File: src/rtl/aes_pkg.sv
// Shared AES types: default block geometry, word/state types and the AddRoundKey FSM encoding.
package aes_pkg;
    localparam int unsigned WORD_SIZE_DEF  = 8;
    localparam int unsigned ARRAY_SIZE_DEF = 16;

    typedef logic [WORD_SIZE_DEF-1:0]                word_t;
    typedef logic [WORD_SIZE_DEF*ARRAY_SIZE_DEF-1:0] state_t;

    typedef enum logic [1:0] {
        IDLE = 2'd0,
        RUN  = 2'd1,
        HOLD = 2'd2
    } ark_fsm_t;
endpackage

File: src/rtl/ark_lane_xor.sv
// Combinational XOR of LANES key words with LANES state words.
module ark_lane_xor #(
    parameter int unsigned WORD_SIZE = 8,
    parameter int unsigned LANES     = 4
) (
    input  logic [WORD_SIZE*LANES-1:0] key,
    input  logic [WORD_SIZE*LANES-1:0] state,
    output logic [WORD_SIZE*LANES-1:0] result
);
    always_comb begin
        result = '0;
        for (int unsigned i = 0; i < LANES; i++) begin
            result[i*WORD_SIZE +: WORD_SIZE] = key[i*WORD_SIZE +: WORD_SIZE] ^ state[i*WORD_SIZE +: WORD_SIZE];
        end
    end
endmodule

File: src/rtl/add_round_key_iter.sv
// Handshaked AES AddRoundKey: XORs LANES words per cycle over ARRAY_SIZE/LANES cycles.
// Define ARK_PARITY_EN to add the per-word parity_out port.
module add_round_key_iter #(
    parameter int unsigned WORD_SIZE  = aes_pkg::WORD_SIZE_DEF,
    parameter int unsigned ARRAY_SIZE = aes_pkg::ARRAY_SIZE_DEF,
    parameter int unsigned LANES      = 4
) (
    input  logic                             clk,
    input  logic                             rst,
    input  logic                             in_valid,
    output logic                             in_ready,
    input  logic [WORD_SIZE*ARRAY_SIZE-1:0]  key,
    input  logic [WORD_SIZE*ARRAY_SIZE-1:0]  state,
    output logic                             out_valid,
    input  logic                             out_ready,
    output logic [WORD_SIZE*ARRAY_SIZE-1:0]  state_out,
    output logic                             busy,
    output logic                             done
`ifdef ARK_PARITY_EN
    ,
    output logic [ARRAY_SIZE-1:0]            parity_out
`endif
);
    import aes_pkg::*;

    localparam int unsigned STEPS = ARRAY_SIZE / LANES;
    localparam int unsigned CNT_W = (STEPS > 1) ? $clog2(STEPS) : 1;
    localparam int unsigned SLICE = WORD_SIZE * LANES;
    localparam int unsigned BW    = WORD_SIZE * ARRAY_SIZE;
    localparam logic [CNT_W-1:0] CNT_LAST = CNT_W'(STEPS - 1);

    ark_fsm_t          fsm, fsm_nxt;
    logic [CNT_W-1:0]  cnt;
    logic [BW-1:0]     key_q, state_q;
    logic [SLICE-1:0]  key_sl, state_sl, xor_sl;
    logic              accept, last;

    always_comb begin
        in_ready = (fsm == IDLE) || ((fsm == HOLD) && out_ready);
        accept   = in_valid && in_ready;
        last     = (fsm == RUN) && (cnt == CNT_LAST);
        busy     = (fsm == RUN);
        done     = (fsm == HOLD) && out_valid && out_ready;
        key_sl   = key_q[cnt*SLICE +: SLICE];
        state_sl = state_q[cnt*SLICE +: SLICE];
    end

    ark_lane_xor #(
        .WORD_SIZE (WORD_SIZE),
        .LANES     (LANES)
    ) u_lane_xor (
        .key    (key_sl),
        .state  (state_sl),
        .result (xor_sl)
    );

    always_comb begin
        fsm_nxt = fsm;
        case (fsm)
            IDLE:    if (accept) fsm_nxt = RUN;
            RUN:     if (last) fsm_nxt = HOLD;
            HOLD:    if (out_ready) fsm_nxt = accept ? RUN : IDLE;
            default: fsm_nxt = IDLE;
        endcase
    end

    always_ff @(posedge clk or negedge rst) begin
        if (!rst) fsm <= IDLE;
        else      fsm <= fsm_nxt;
    end

    // Work from captured copies so the source may move on once accepted.
    always_ff @(posedge clk or negedge rst) begin
        if (!rst) begin
            key_q     <= '0;
            state_q   <= '0;
            state_out <= '0;
            out_valid <= 1'b0;
            cnt       <= '0;
        end else begin
            if (accept) begin
                key_q   <= key;
                state_q <= state;
            end
            if (fsm == RUN) begin
                state_out[cnt*SLICE +: SLICE] <= xor_sl;
                cnt <= last ? '0 : cnt + 1'b1;
            end else begin
                cnt <= '0;
            end
            if (last)      out_valid <= 1'b1;
            else if (done) out_valid <= 1'b0;
        end
    end

`ifdef ARK_PARITY_EN
    logic [LANES-1:0] lane_par;

    always_comb begin
        lane_par = '0;
        for (int unsigned i = 0; i < LANES; i++) begin
            lane_par[i] = ^xor_sl[i*WORD_SIZE +: WORD_SIZE];
        end
    end

    always_ff @(posedge clk or negedge rst) begin
        if (!rst)            parity_out <= '0;
        else if (fsm == RUN) parity_out[cnt*LANES +: LANES] <= lane_par;
    end
`endif
endmodule

File: config.mk
export PLATFORM = sky130hd
export DESIGN_NAME = add_round_key_iter
export DESIGN_NICKNAME = d
export VERILOG_FILES = /design/src/rtl/aes_pkg.sv /design/src/rtl/ark_lane_xor.sv /design/src/rtl/add_round_key_iter.sv
export SDC_FILE = /design/constraint.sdc
export NUM_CORES = 1
export LEC_CHECK = 0
export CAP_MARGIN = 20
export CORE_ASPECT_RATIO = 0.5
export CORE_MARGIN = 4
export CORE_UTILIZATION = 45
export CTS_CLUSTER_DIAMETER = 60
export CTS_CLUSTER_SIZE = 14
export DETAILED_ROUTE_END_ITERATION = 8
export PLACE_DENSITY = 0.8
export SLEW_MARGIN = 20
export SYNTH_ARGS = -nofsm -noshare
export SYNTH_HDL_FRONTEND = slang
export SYNTH_SLANG_ARGS = --single-unit
File: constraint.sdc
create_clock -name clk -period 2 [get_ports clk]
set_input_delay 0.5 -clock clk [delete_from_list [all_inputs] [get_ports clk]]
set_output_delay 0.5 -clock clk [all_outputs]
set_load 0.03 [all_outputs]
# --- Yosys cells after proc, flatten, opt, wreduce, memory -nomap -nowiden ---
# Index checks and enable logic that the tools add are counted.
totals:
  register_bits: 389
  latchBits: 0
  mem_bits_rw: 0
  rom_bits: 0
  in_bits: 260
  out_inout_bits: 132
  word_cells: 41
  mem_count: 0
classes:
  n_addsub: 2
  multipliers: 0
  n_div: 0
  order_cmp: 0
  n_eq_ne: 6
  shift: 4
  n_mux: 10
  bitwise_logic: 4
  reduce_logical: 9
op_table:
  columns: ["cell", "count"]
  rows:
  - ["$shiftx 128x8->32", 2]
  - ["$bwmux 128", 1]
  - ["$shift 32x34->128 const A", 1]
  - ["$shiftx 32x34->128", 1]
  - ["$neg 7->34", 1]
  - ["$xor 8x8->8", 4]
  - ["$mux 2", 5]
  - ["$pmux 2 s3", 1]
  - ["$logic_and 1x1->1", 5]
  - ["$eq 2x2->1 const B", 2]
  - ["$ne 2x2->1 const B", 2]
  - ["$mux 1", 3]
  - ["$reduce_and 3->1", 1]
  - ["$add 2x1->2 const B", 1]
  - ["$eq 2x1->1 const B", 1]
  - ["$logic_not 2->1", 1]
  - ["$ne 2x1->1 const B", 1]
  - ["$reduce_bool 2->1", 1]
  - ["$logic_or 1x1->1", 1]

# --- Logic depth before layout (Yosys ltp) ---
# Gate-level depths: netlist of run 1.
logic_depth:
  word_depth: 7
  depth_mapped: 7
  mapped_depth_nobuf: 5

# --- By module ---
# A second synthesis of run 1 with hierarchy kept.
hier_totals:
  cells_unflattened: 1171
  area_unflattened_um2: 16582.2
modules_own_cells:
  columns: ["module", "n_inst", "cells_each", "area_per_inst_um2", "seq_area_each_um2"]
  rows:
  - ["add_round_key_iter", 1, 1139, 16301.9, 9734.3]
  - ["ark_lane_xor", 1, 32, 280.3, 0.0]

# --- Least setup slack after synthesis of run 1 ---
# OpenSTA, ideal clock, no wires.
synth_path:
  path_kind: "reg-to-reg"
  from: "reg cnt[1]"
  to: "reg state_out[10]"
  setup_ns: 0.066
  t_arrival_ns: 2.019
  required_time_ns: 1.934
  setup_slack_ns: -0.085
  stages_incl_launch_ff: 7
  path_buffers: 2
  period_less_slack_ns: 2.085
  cell_sequence: "dfrtp_1 inv_1 clkbuf_1 ha_1 nor4_4 buf_2 a22o_1"
synth_via:
  elab_chain_cells: 4
  word_cells_on_any_way: 10
  classes_between: "1 x add/sub; 4 x shift; 1 x mux; 4 x bitwise"
synth_rtl:
  columns: ["element", "line_no", "rtl"]
  rows:
  - ["start: declaration", "add_round_key_iter.sv:33", "logic [CNT_W-1:0] cnt;"]
  - ["start signal: assignment", "add_round_key_iter.sv:87", "cnt <= last ? '0 : cnt + 1'b1;"]
  - ["$shiftx 128x8->32 (on tied branches)", "add_round_key_iter.sv:44, add_round_key_iter.sv:45", null]
  - ["$xor 8x8->8", "ark_lane_xor.sv:13", "result[i*WORD_SIZE +: WORD_SIZE] = key[i*WORD_SIZE +: WORD_SIZE] ^ state[i*WORD_SIZE +: WORD_SIZE];"]
  - ["$shiftx 32x34->128", "add_round_key_iter.sv:86", "state_out[cnt*SLICE +: SLICE] <= xor_sl;"]
  - ["$bwmux 128 (*)", "add_round_key_iter.sv:86", null]
  - ["end signal: indexed assignment", "add_round_key_iter.sv:86", null]
  - ["end: declaration", "add_round_key_iter.sv:16", "output logic [WORD_SIZE*ARRAY_SIZE-1:0] state_out,"]
# Mark *: on every way between the ends. The rest lies on a longest branch, timed or not.
# A chain may end at the register's enable or synchronous reset.

# --- Final worst setup path of run 1 ---
layout_path:
  from: "reg fsm[0]"
  to: "out done"
layout_via:
  elab_chain_cells: 3
layout_rtl:
  columns: ["element", "line_no", "rtl"]
  rows:
  - ["start: declaration", "add_round_key_iter.sv:32", "ark_fsm_t fsm, fsm_nxt;"]
  - ["start signal: assignment", "add_round_key_iter.sv:69", "else fsm <= fsm_nxt;"]
  - ["$eq 2x2->1", "add_round_key_iter.sv:43", "done = (fsm == HOLD) && out_valid && out_ready;"]
  - ["$logic_and 1x1->1 (2 in series)", "add_round_key_iter.sv:43", null]
  - ["end: declaration", "add_round_key_iter.sv:18", "output logic done"]
# Every way passes these cells.

==> results of run 1 <==
cells by family after synthesis:
family | synth area share
XOR/XNOR | 0.0692
flip-flops | 0.601
adder cells (fa/ha/maj) | 0.00386
multiplexers | 0.218
buffers and inverters | 0.0283
AO/OA/AOI/OAI | 0.0708
AND/OR/NAND/NOR | 0.00942
layer usage:
metal	vias to the layer above	GRT usage
met5	-	0
met4	0	0.100
met3	103	0.0331
met2	273	0.412
met1	5384	0.244
li1	4583	-
layout by cell type (no fill, tap or decap), drive strengths merged, types with 2 or more instances in the layout:
cell type      instances
nand2b                 2
inv                    4
nor4                   2
diode                  9
buf                   46
nand2                  7
ha                     5
clkbuf                31
nor3b                  3
mux2                 256
a22o                 128
nor3                   3
dfrtp                389
a21oi                  2
mux2i                 64
nor2                   2
clkdlybuf4s50        257
dlygate4sd2          130
xnor2                128
flip-flops by register name, summed over array words and instances (netlist names):
signal,flops
key_q,128
state_out,128
state_q,128
cnt,2
fsm,2
out_valid,1
final timing paths:
kind                       cells past startpoint         start  slack (ns)        endpoint
setup / recovery                               2        fsm[0]        0.07            done
hold / removal                                 2           rst        0.42  state_out[124]
setup reg to reg                               6        cnt[1]        0.19   state_out[70]
hold reg to reg                                1  state_out[8]        0.50    state_out[8]
max in group asynchronous                      3           rst        0.88    state_q[110]
min in group clk                               3     out_ready        0.45          fsm[1]
power groups by stage:
stage	Sequential, uW	Combinational [uW]	Clock (uW)
final	14100	14300	5340
after CTS	14000	14400	5530
after global routing	14500	15400	5850
after floorplan	15500	8260	0
after global placement	13900	14500	0
after detailed placement	14200	15000	0
metrics by stage:
| stage | setup TNS, ns | instances |
|---|---|---|
| 2_1_floorplan | 0 | 1059 |
| 3_3_place_gp | -59.95 | 1906 |
| 3_5_place_dp | -62.63 | 1906 |
| 4_1_cts | 0 | 1940 |
| 5_1_grt | -0.0167 | 1949 |
| 6_report | 0 | 1949 |
cell usage after synthesis:
library cell / instances / area, um^2
nor2_1: 2 / 7.51
nor2b_2: 1 / 8.76
nor3b_4: 1 / 18.8
nand2b_1: 1 / 6.26
dfrtp_1: 389 / 9730
mux2_2: 27 / 304
mux2_1: 229 / 2580
nand2b_2: 1 / 8.76
nor4_2: 1 / 12.5
mux2i_1: 64 / 641
inv_1: 4 / 15.0
buf_6: 25 / 282
o31ai_1: 1 / 7.51
nor3_2: 1 / 10.0
clkbuf_1: 8 / 30.0
nor4_4: 1 / 21.3
a21oi_1: 2 / 10.0
buf_1: 4 / 15.0
nor3_1: 2 / 10.0
nand2_1: 7 / 26.3
ha_1: 5 / 62.6
nand3b_1: 1 / 7.51
buf_2: 22 / 110
buf_4: 1 / 7.51
a22o_1: 128 / 1120
xnor2_1: 128 / 1120
nor3b_1: 2 / 15.0
o21bai_1: 1 / 7.51
layout make-up:
type / count / area [um^2] / area share
sequential: 389 / 9740 / 0.453
multi-input combinational: 606 / 6050 / 0.281
timing repair buffer: 434 / 4280 / 0.199
clock buffer: 31 / 776 / 0.0361
tap: 475 / 594 / 0.0277
antenna: 9 / 22.5 / 0.00105
inverter: 4 / 17.5 / 0.000816
clock inverter: 1 / 5.00 / 0.000233
worst register-to-register path, cell delays in order (launching register included):
cell and delay, ns:
dfrtp_1 0.43, inv_4 0.07, ha_1 0.43, nand2_1 0.14, nor4_4 0.22, buf_12 0.26, a22o_1 0.19
repair_timing:
item                                   in CTS  in global routing
setup endpoints to repair                 132                  3
gates resized for setup                   136                  4
hold buffers                                1                  0
buffers inserted                            1                  0
endpoints found under the hold margin      30                  0
pin swaps                                   2                  1
==> results.txt, run 1 <==
Top Family by Delay on Critical Path: flip-flops
Largest net degree at the start of global routing: 75
Sw frac: 0.371
Die height: 142 um
Share of post-route cells with drive strength above 1: 0.0812
CTS tree: done
FP Rows: 48
Netlist cell types: 28
DR iter-0 viols: 575
WL met1: 16,200 um
Htree depth: 1
Comb pwr share: 0.424
CP arrival: 1.43 ns
Synth warn: 0
Insertion delay to the later sink of the worst-skew pair: 0.56 ns
Final Critical Period: 1.93 ns
GRT Util Overall: 0.217
Die width: 276 um
Number of antenna violations at the first check in global routing: 9
DR DRC count: 0
HP Class: input pin to async pin
Pwr Density: 1570 nW/um^2
Crit path cell chain: nor3b_2, buf_4
Max rail drop VDD: 0.824 mV
Initial Utilization: 0.463
Die ar.: 39,300 um^2
Final Slew Violations: 0
Slowest Stage Delay on Critical Path: 0.49 ns
Critical Path RT: 1.50 ns
MaxCap Viol Count: 0
Port Buffers: 391
Final setup margin: 0.0664 ns
Max Fanout on Critical Path: 7
Clock buffer depth: 3
RSZ-0062 raised after global routing: true
Part of the power in the clock network: 0.159
Achievable Freq: 517 MHz
Crit path launch type: flip-flop
Vias in the first global route: 11,662
Syn_nets: 1,324
Clk sinks: 389
Final Util: 0.613
Routed WL per cell: 22.3 um
Core area: 35,000 um^2
Fill count: 2,639
Final non-filler cell area: 21,500 um^2
Headroom to the max-slew limit: 0.622
Vias per cell: 5.31
Dpl cell area: 20,800 um^2
Outcome: finished, final reports clean
P_sw: 12,500 uW
Final hold vios: 0
Worst-margin pin slew: 0.567 ns
Number of synthesized register bits: 389
Tot Pwr: 33,700 uW
Flop pwr share: 0.417
Global route overflow: 0
First-pass GRT wire length: 67,100 um
TritonCTS Buffers: 31
Routability cong.: 0.815
Post-DP HPWL: 31,500 um
WP buf/inv: 1
Antenna viol nets, final: 0
Setup violators final: 0
Slowest cell on the critical path: dfrtp_2
Pint: 21,200 uW
Routed length on met2: 23,800 um
Drt pass-1 iters: 5
Via Count: 10,343
Post-Synthesis Mean Instance Area: 15.3 um^2
Synthesized area: 16,200 um^2
Skew final: 0.0103 ns
Hold Slack: 0.419 ns
WL final: 43,500 um
Final period utilization: 0.967
CTS Root Cell: clkbuf_16
Io pins: 392
Static Leak: 0.00987 uW
Cells after Synth: 1,059
DR WL met3: 1580 um
Highest routing layer actually used: met4
Seq/Total Area, Yosys: 0.601
Pre-CTS setup slack: -0.306 ns
Synth-to-layout area growth: 32.6%
NumNets Final: 1,731
CTS clk-pin slew, worst paths: 0.07 ns
Crit Path Class: flip-flop to primary output
CP endpoint kind: primary output
Power figures use the tool's default switching activity.
==> inputs of run 2 (changes only) <==
--- a/config.mk
+++ b/config.mk
@@ -10,9 +10,9 @@
 export CORE_MARGIN = 4
 export CORE_UTILIZATION = 45
 export CTS_CLUSTER_DIAMETER = 60
-export CTS_CLUSTER_SIZE = 14
 export DETAILED_ROUTE_END_ITERATION = 8
 export PLACE_DENSITY = 0.8
+export SKIP_LAST_GASP = 1
 export SLEW_MARGIN = 20
 export SYNTH_ARGS = -nofsm -noshare
 export SYNTH_HDL_FRONTEND = slang
==> run 2 against run 1 <==
Count of clock-buffer cells in the layout grew 19. Register-to-register slack got worse by 0.03 ns. Sequential power about the same. Wire length up 0.32%. First-iteration DRC count is 11% lower. Clock power grew 35%. Die area is the same. Largest power group unchanged.
==> results.txt, run 2 (synthesized netlist as in run 1, its figures left out) <==
Most frequent cells in the layout: dfrtp_1 (388), clkdlybuf4s50_1 (257), mux2_1 (229), dlygate4sd2_1 (129) (was dfrtp_1 (387), clkdlybuf4s50_1 (257), mux2_1 (229), dlygate4sd2_1 (130))
MaxCap Viol Count: 0 (unchanged)
GRT Util Overall: 0.218 (was 0.217)
Achievable Freq: 516 MHz (was 517 MHz)
WL final: 43,600 um (was 43,500 um)
Slowest Stage Delay on Critical Path: 0.43 ns (was 0.49 ns)
Drt pass-1 iters: 4 (was 5)
Initial Utilization: 0.463 (unchanged)
Fill count: 2,606 (was 2,639)
Final Critical Period: 1.94 ns (was 1.93 ns)
Core area: 35,000 um^2 (unchanged)
FP Rows: 48 (unchanged)
Clk sinks: 389 (unchanged)
Vias in the first global route: 11,635 (was 11,662)
Worst-margin pin slew: 0.574 ns (was 0.567 ns)
Routability cong.: 0.815 (unchanged)
Static Leak: 0.0101 uW (was 0.00987 uW)
First-pass GRT wire length: 66,900 um (was 67,100 um)
Port Buffers: 391 (unchanged)
Final hold vios: 0 (unchanged)
Top Registers: key_q: 128 flops, state_out: 128 flops, state_q: 128 flops (unchanged)
CP arrival: 1.44 ns (was 1.43 ns)
Share of post-route cells with drive strength above 1: 0.0963 (was 0.0812)
Die ar.: 39,300 um^2 (unchanged)
Clock buffer depth: 3 (unchanged)
Die height: 142 um (unchanged)
Crit path cell chain: nor2b_2, nor2_1, buf_4 (was nor3b_2, buf_4)
HP Class: input pin to flip-flop (was input pin to async pin)
Critical Path RT: 1.50 ns (about the same)
CTS Root Cell: clkbuf_16 (unchanged)
Die width: 276 um (unchanged)
Antenna viol nets, final: 0 (unchanged)
Crit Path Class: flip-flop to primary output (unchanged)
CP endpoint kind: primary output (unchanged)
Final Slew Violations: 0 (unchanged)
Dpl cell area: 20,800 um^2 (unchanged)
CTS tree: done (unchanged)
Htree depth: 2 (was 1)
Area occupied by multi-input gates: 6040 um^2 (was 6050 um^2)
Setup violators final: 0 (unchanged)
Final period utilization: 0.970 (was 0.967)
Outcome: finished, final reports clean (unchanged)
TritonCTS Buffers: 36 (was 31)
Routed WL per cell: 22.0 um (was 22.3 um)
Skew final: 0.0137 ns (was 0.0103 ns)
Vias per cell: 5.23 (was 5.31)
Insertion delay to the later sink of the worst-skew pair: 0.52 ns (was 0.56 ns)
Slowest cell on the critical path: dfrtp_1 (was dfrtp_2)
Max rail drop VDD: 0.708 mV (was 0.824 mV)
Largest net degree at the start of global routing: 75 (unchanged)
DR iter-0 viols: 513 (was 575)
Crit path launch type: flip-flop (unchanged)
Final Util: 0.626 (was 0.613)
Via Count: 10,349 (was 10,343)
CTS clk-pin slew, worst paths: 0.06 ns (was 0.07 ns)
Synth-to-layout area growth: 35.4% (was 32.6%)
DR DRC count: 0 (unchanged)
Pwr Density: 1620 nW/um^2 (was 1570 nW/um^2)
Hold Slack: 0.340 ns (was 0.419 ns)
Placed Cells: 1,906 (unchanged)
Headroom to the max-slew limit: 0.617 (was 0.622)
NumNets Final: 1,738 (was 1,731)
Non-filler instance count after layout: 1,979 (was 1,949)
Post-DP HPWL: 31,500 um (unchanged)
Max Fanout on Critical Path: 5 (was 7)
Global route overflow: 0 (unchanged)
FF+latch area: 9740 um^2 (about the same)
Commonest non-fill, non-tap cell in the layout: dfrtp_1 (unchanged)
Number of antenna violations at the first check in global routing: 7 (was 9)
Io pins: 392 (unchanged)
Final non-filler cell area: 21,900 um^2 (was 21,500 um^2)
==> run 2: cell type report <==
class                   count  area share
diodes                      8    0.000913
clock buffers              50      0.0490
clock inverters            11     0.00708
inverters                   4    0.000799
multi-input cells         606       0.275
flip-flops and latches    389       0.444
well taps                 475      0.0271
repair buffers            436       0.196
==> run 2: path summary, 6_finish.rpt <==
kind                       depth (start not counted)            end     startpoint  slack [ns]
setup / recovery                                   3       in_ready         fsm[1]        0.06
hold / removal                                     3         fsm[1]      out_ready        0.34
setup reg to reg                                   5    state_q[26]         fsm[1]        0.16
hold reg to reg                                    1  state_out[16]  state_out[16]        0.50
max in group asynchronous                          3     key_q[109]            rst        0.82
min in group asynchronous                          2      key_q[62]            rst        0.46
==> run 2: report_power, final <==
group | leakage, uW | switching, uW | internal (uW)
clock | 0.000615 | 2940 | 4260
sequential | 0.00482 | 2480 | 11600
combinational | 0.00468 | 7380 | 6900
==> run 2: per-layer routing <==
layer,vias up,global-route usage,share of wire
li1,4621,-,-
met1,5381,0.247,0.38
met2,238,0.413,0.55
met3,109,0.0334,0.034
met4,0,0.0947,0.043
met5,-,0,0
==> run 2: timing repair <==
item                                    in CTS  in global routing
resized for setup                          130                  4
endpoints found under the setup margin     131                  2
hold buffers                                 1                  0
endpoints found under the hold margin       30                  0
setup buffers                                0                  3
==> run 2: critical path, delay by kind of cell, from the launching register on <==
family        cells  cell delay, ns
simple gates      2            0.32
buf+inv           1            0.18
flops             1            0.43
==> run 2: per-stage QoR <==
step / TNS [ns] / total power, uW / setup slack [ns]
2_1_floorplan: 0 / 23700 / 0.123
3_3_place_gp: -59.95 / 28400 / -0.277
3_5_place_dp: -62.63 / 29200 / -0.306
4_1_cts: -0.292 / 35800 / -0.158
5_1_grt: -0.0125 / 37500 / -0.0111
6_report: 0 / 35500 / 0.0606
==> inputs of run 3 (changes only) <==
--- a/config.mk
+++ b/config.mk
@@ -7,7 +7,7 @@
 export LEC_CHECK = 0
 export CAP_MARGIN = 20
 export CORE_ASPECT_RATIO = 0.5
-export CORE_MARGIN = 4
+export CORE_MARGIN = 10
 export CORE_UTILIZATION = 45
 export CTS_CLUSTER_DIAMETER = 60
 export DETAILED_ROUTE_END_ITERATION = 8
==> run 3 against run 2 <==
Die area increased by 13%. Clock power grew 6.7%. Largest cell class unchanged. Combinational power barely moved. Critical endpoint is now done. Power up 2.4%.
==> results.txt, run 3 (synthesized netlist as in run 1, its figures left out) <==
Antenna viol nets, final: 0 (unchanged)
Max Fanout on Critical Path: 5 (unchanged)
P_sw: 13,200 uW (was 12,800 uW)
Number of antenna violations at the first check in global routing: 6 (was 7)
CP arrival: 1.45 ns (was 1.44 ns)
Pwr Density: 1640 nW/um^2 (was 1620 nW/um^2)
Clk sinks: 389 (unchanged)
Setup violators final: 0 (unchanged)
Dpl cell area: 20,900 um^2 (was 20,800 um^2)
Commonest non-fill, non-tap cell in the layout: dfrtp_1 (unchanged)
Die height: 154 um (was 142 um)
Drt pass-1 iters: 4 (unchanged)
Max rail drop VDD: 0.863 mV (was 0.708 mV)
Critical Path RT: 1.50 ns (about the same)
HP Class: input pin to flip-flop (unchanged)
Flop pwr share: 0.387 (was 0.396)
Headroom to the max-slew limit: 0.604 (was 0.617)
Hold endpoint: fsm[1] (unchanged)
Worst-margin pin slew: 0.594 ns (was 0.574 ns)
Part of the power in the clock network: 0.211 (was 0.203)
Comb pwr share: 0.402 (about the same)
Global route overflow: 0 (unchanged)
DR iter-0 viols: 428 (was 513)
Synth-to-layout area growth: 36.8% (was 35.4%)
Final period utilization: 0.973 (was 0.970)
First-pass GRT wire length: 71,200 um (was 66,900 um)
DR DRC count: 0 (unchanged)
Final Slew Violations: 0 (unchanged)
Reg2Reg Setup Slack: 0.14 ns (was 0.16 ns)
Final hold vios: 0 (unchanged)
Final Critical Period: 1.95 ns (was 1.94 ns)
Share of post-route cells with drive strength above 1: 0.108 (was 0.0963)
Crit Path Class: flip-flop to primary output (unchanged)
RSZ-0062 raised after global routing: true
R2r startpoint: cnt[1] (was fsm[1])
Clock buffer depth: 3 (unchanged)
Final non-filler cell area: 22,200 um^2 (was 21,900 um^2)
Vias per cell: 5.24 (was 5.23)
Sw frac: 0.363 (was 0.360)
FP Rows: 49 (was 48)
CTS Root Cell: clkbuf_16 (unchanged)
Routability cong.: 0.844 (was 0.815)
Placed Cells: 1,928 (was 1,906)
Hold path startpoint: out_ready (unchanged)
Die ar.: 44,400 um^2 (was 39,300 um^2)
Post-DP HPWL: 34,500 um (was 31,500 um)
Htree depth: 2 (unchanged)
Die width: 288 um (was 276 um)
Vias in the first global route: 11,856 (was 11,635)
CTS tree: done (unchanged)
Static Leak: 0.0102 uW (was 0.0101 uW)
Hold Slack: 0.416 ns (was 0.340 ns)
Start point of the critical path: fsm[0] (was fsm[1])
Initial Utilization: 0.453 (was 0.463)
Reg-to-reg endpoint: state_out[82] (was state_q[26])
CP endpoint kind: primary output (unchanged)
TritonCTS Buffers: 37 (was 36)
Io pins: 392 (unchanged)
Largest net degree at the start of global routing: 77 (was 75)
Via Count: 10,514 (was 10,349)
Hold path cells: 3 (unchanged)
Tot Pwr: 36,400 uW (was 35,500 uW)
Fill count: 2,644 (was 2,606)
GRT Util Overall: 0.206 (was 0.218)
Outcome: finished, final reports clean (unchanged)
Port Buffers: 391 (unchanged)
R2R depth: 6 (was 5)
CTS clk-pin slew, worst paths: 0.06 ns (about the same)
Non-filler instance count after layout: 2,006 (was 1,979)
Insertion delay to the later sink of the worst-skew pair: 0.54 ns (was 0.52 ns)
NumNets Final: 1,752 (was 1,738)
Achievable Freq: 514 MHz (was 516 MHz)
Crit path launch type: flip-flop (unchanged)
Pint: 23,200 uW (was 22,700 uW)
Routed WL per cell: 23.3 um (was 22.0 um)
Skew final: 0.0147 ns (was 0.0137 ns)
WL final: 46,700 um (was 43,600 um)
Top Registers: key_q: 128 flops, state_out: 128 flops, state_q: 128 flops (unchanged)
Most frequent cells in the layout: dfrtp_1 (388), clkdlybuf4s50_1 (257), mux2_1 (229), dlygate4sd2_1 (130) (was dfrtp_1 (388), clkdlybuf4s50_1 (257), mux2_1 (229), dlygate4sd2_1 (129))
Core area: 35,700 um^2 (was 35,000 um^2)
MaxCap Viol Count: 0 (unchanged)
## run 3: cell count changes in the layout (fill, tap and decap cells not counted), moves of 2 or more
cell        previous run  this run
buf_4                 31        41
clkbuf_8              10         6
clkinv_4               0         3
buf_12                16        18
bufinv_16              4         6
clkbuf_16             37        39
clkinvlp_4             0         2
diode_2                8         6
## run 3: layout make-up
type	count	area [um^2]	area share
flip-flops and latches	389	9740	0.439
inverters	4	17.5	0.000790
clock buffers	48	1070	0.0483
well taps	484	606	0.0273
clock inverters	20	270	0.0122
multi-input cells	606	6040	0.272
repair buffers	449	4420	0.199
diodes	6	15.0	0.000677
## run 3: critical path, stage by stage, from the launching register on
cell	delay (ns)
dfrtp_2	0.42
buf_4	0.16
nor3b_2	0.16
buf_4	0.18
## run 3: per-layer routing
layer / GRT usage / share of wire / vias to the layer above
met2: 0.403 / 0.57 / 277
met1: 0.211 / 0.35 / 5470
met3: 0.0318 / 0.036 / 106
met5: 0 / 0 / -
met4: 0.0985 / 0.043 / 0
li1: - / - / 4661
## run 3: worst max path at each step
stage                     depth (start not counted)             to  slack [ns]
after floorplan                                   7  state_out[34]        0.12
after global placement                            6    state_q[41]       -0.24
after detailed placement                          6      key_q[44]       -0.27
after CTS                                         3           done        0.01
after global routing                              3           done       -0.03
final                                             3           done        0.05
## run 3: repair_timing
item	CTS	global route
buffers inserted	1	2
hold buffers	1	0
setup endpoints to repair	131	2
pin swaps	0	1
endpoints found under the hold margin	30	0
resized for setup	135	0
gates cloned	0	0
## run 3: stage by stage
stage | utilization | setup WS (ns) | TNS, ns
after floorplan | - | 0.123 | 0
after global placement | 0.585 | -0.238 | -52.16
after detailed placement | 0.585 | -0.274 | -55.10
after CTS | 0.619 | 0.0138 | 0
after global routing | 0.620 | -0.0261 | -0.0261
final | 0.620 | 0.0531 | 0
## run 3: power by group through the flow
stage                     Sequential (uW)  Clock (uW)  Combinational, uW
after floorplan                     15500           0               8260
after global placement              13900           0              14700
after detailed placement            14200           0              15200
after CTS                           14100        7840              14700
after global routing                14500        8180              15700
final                               14100        7680              14600
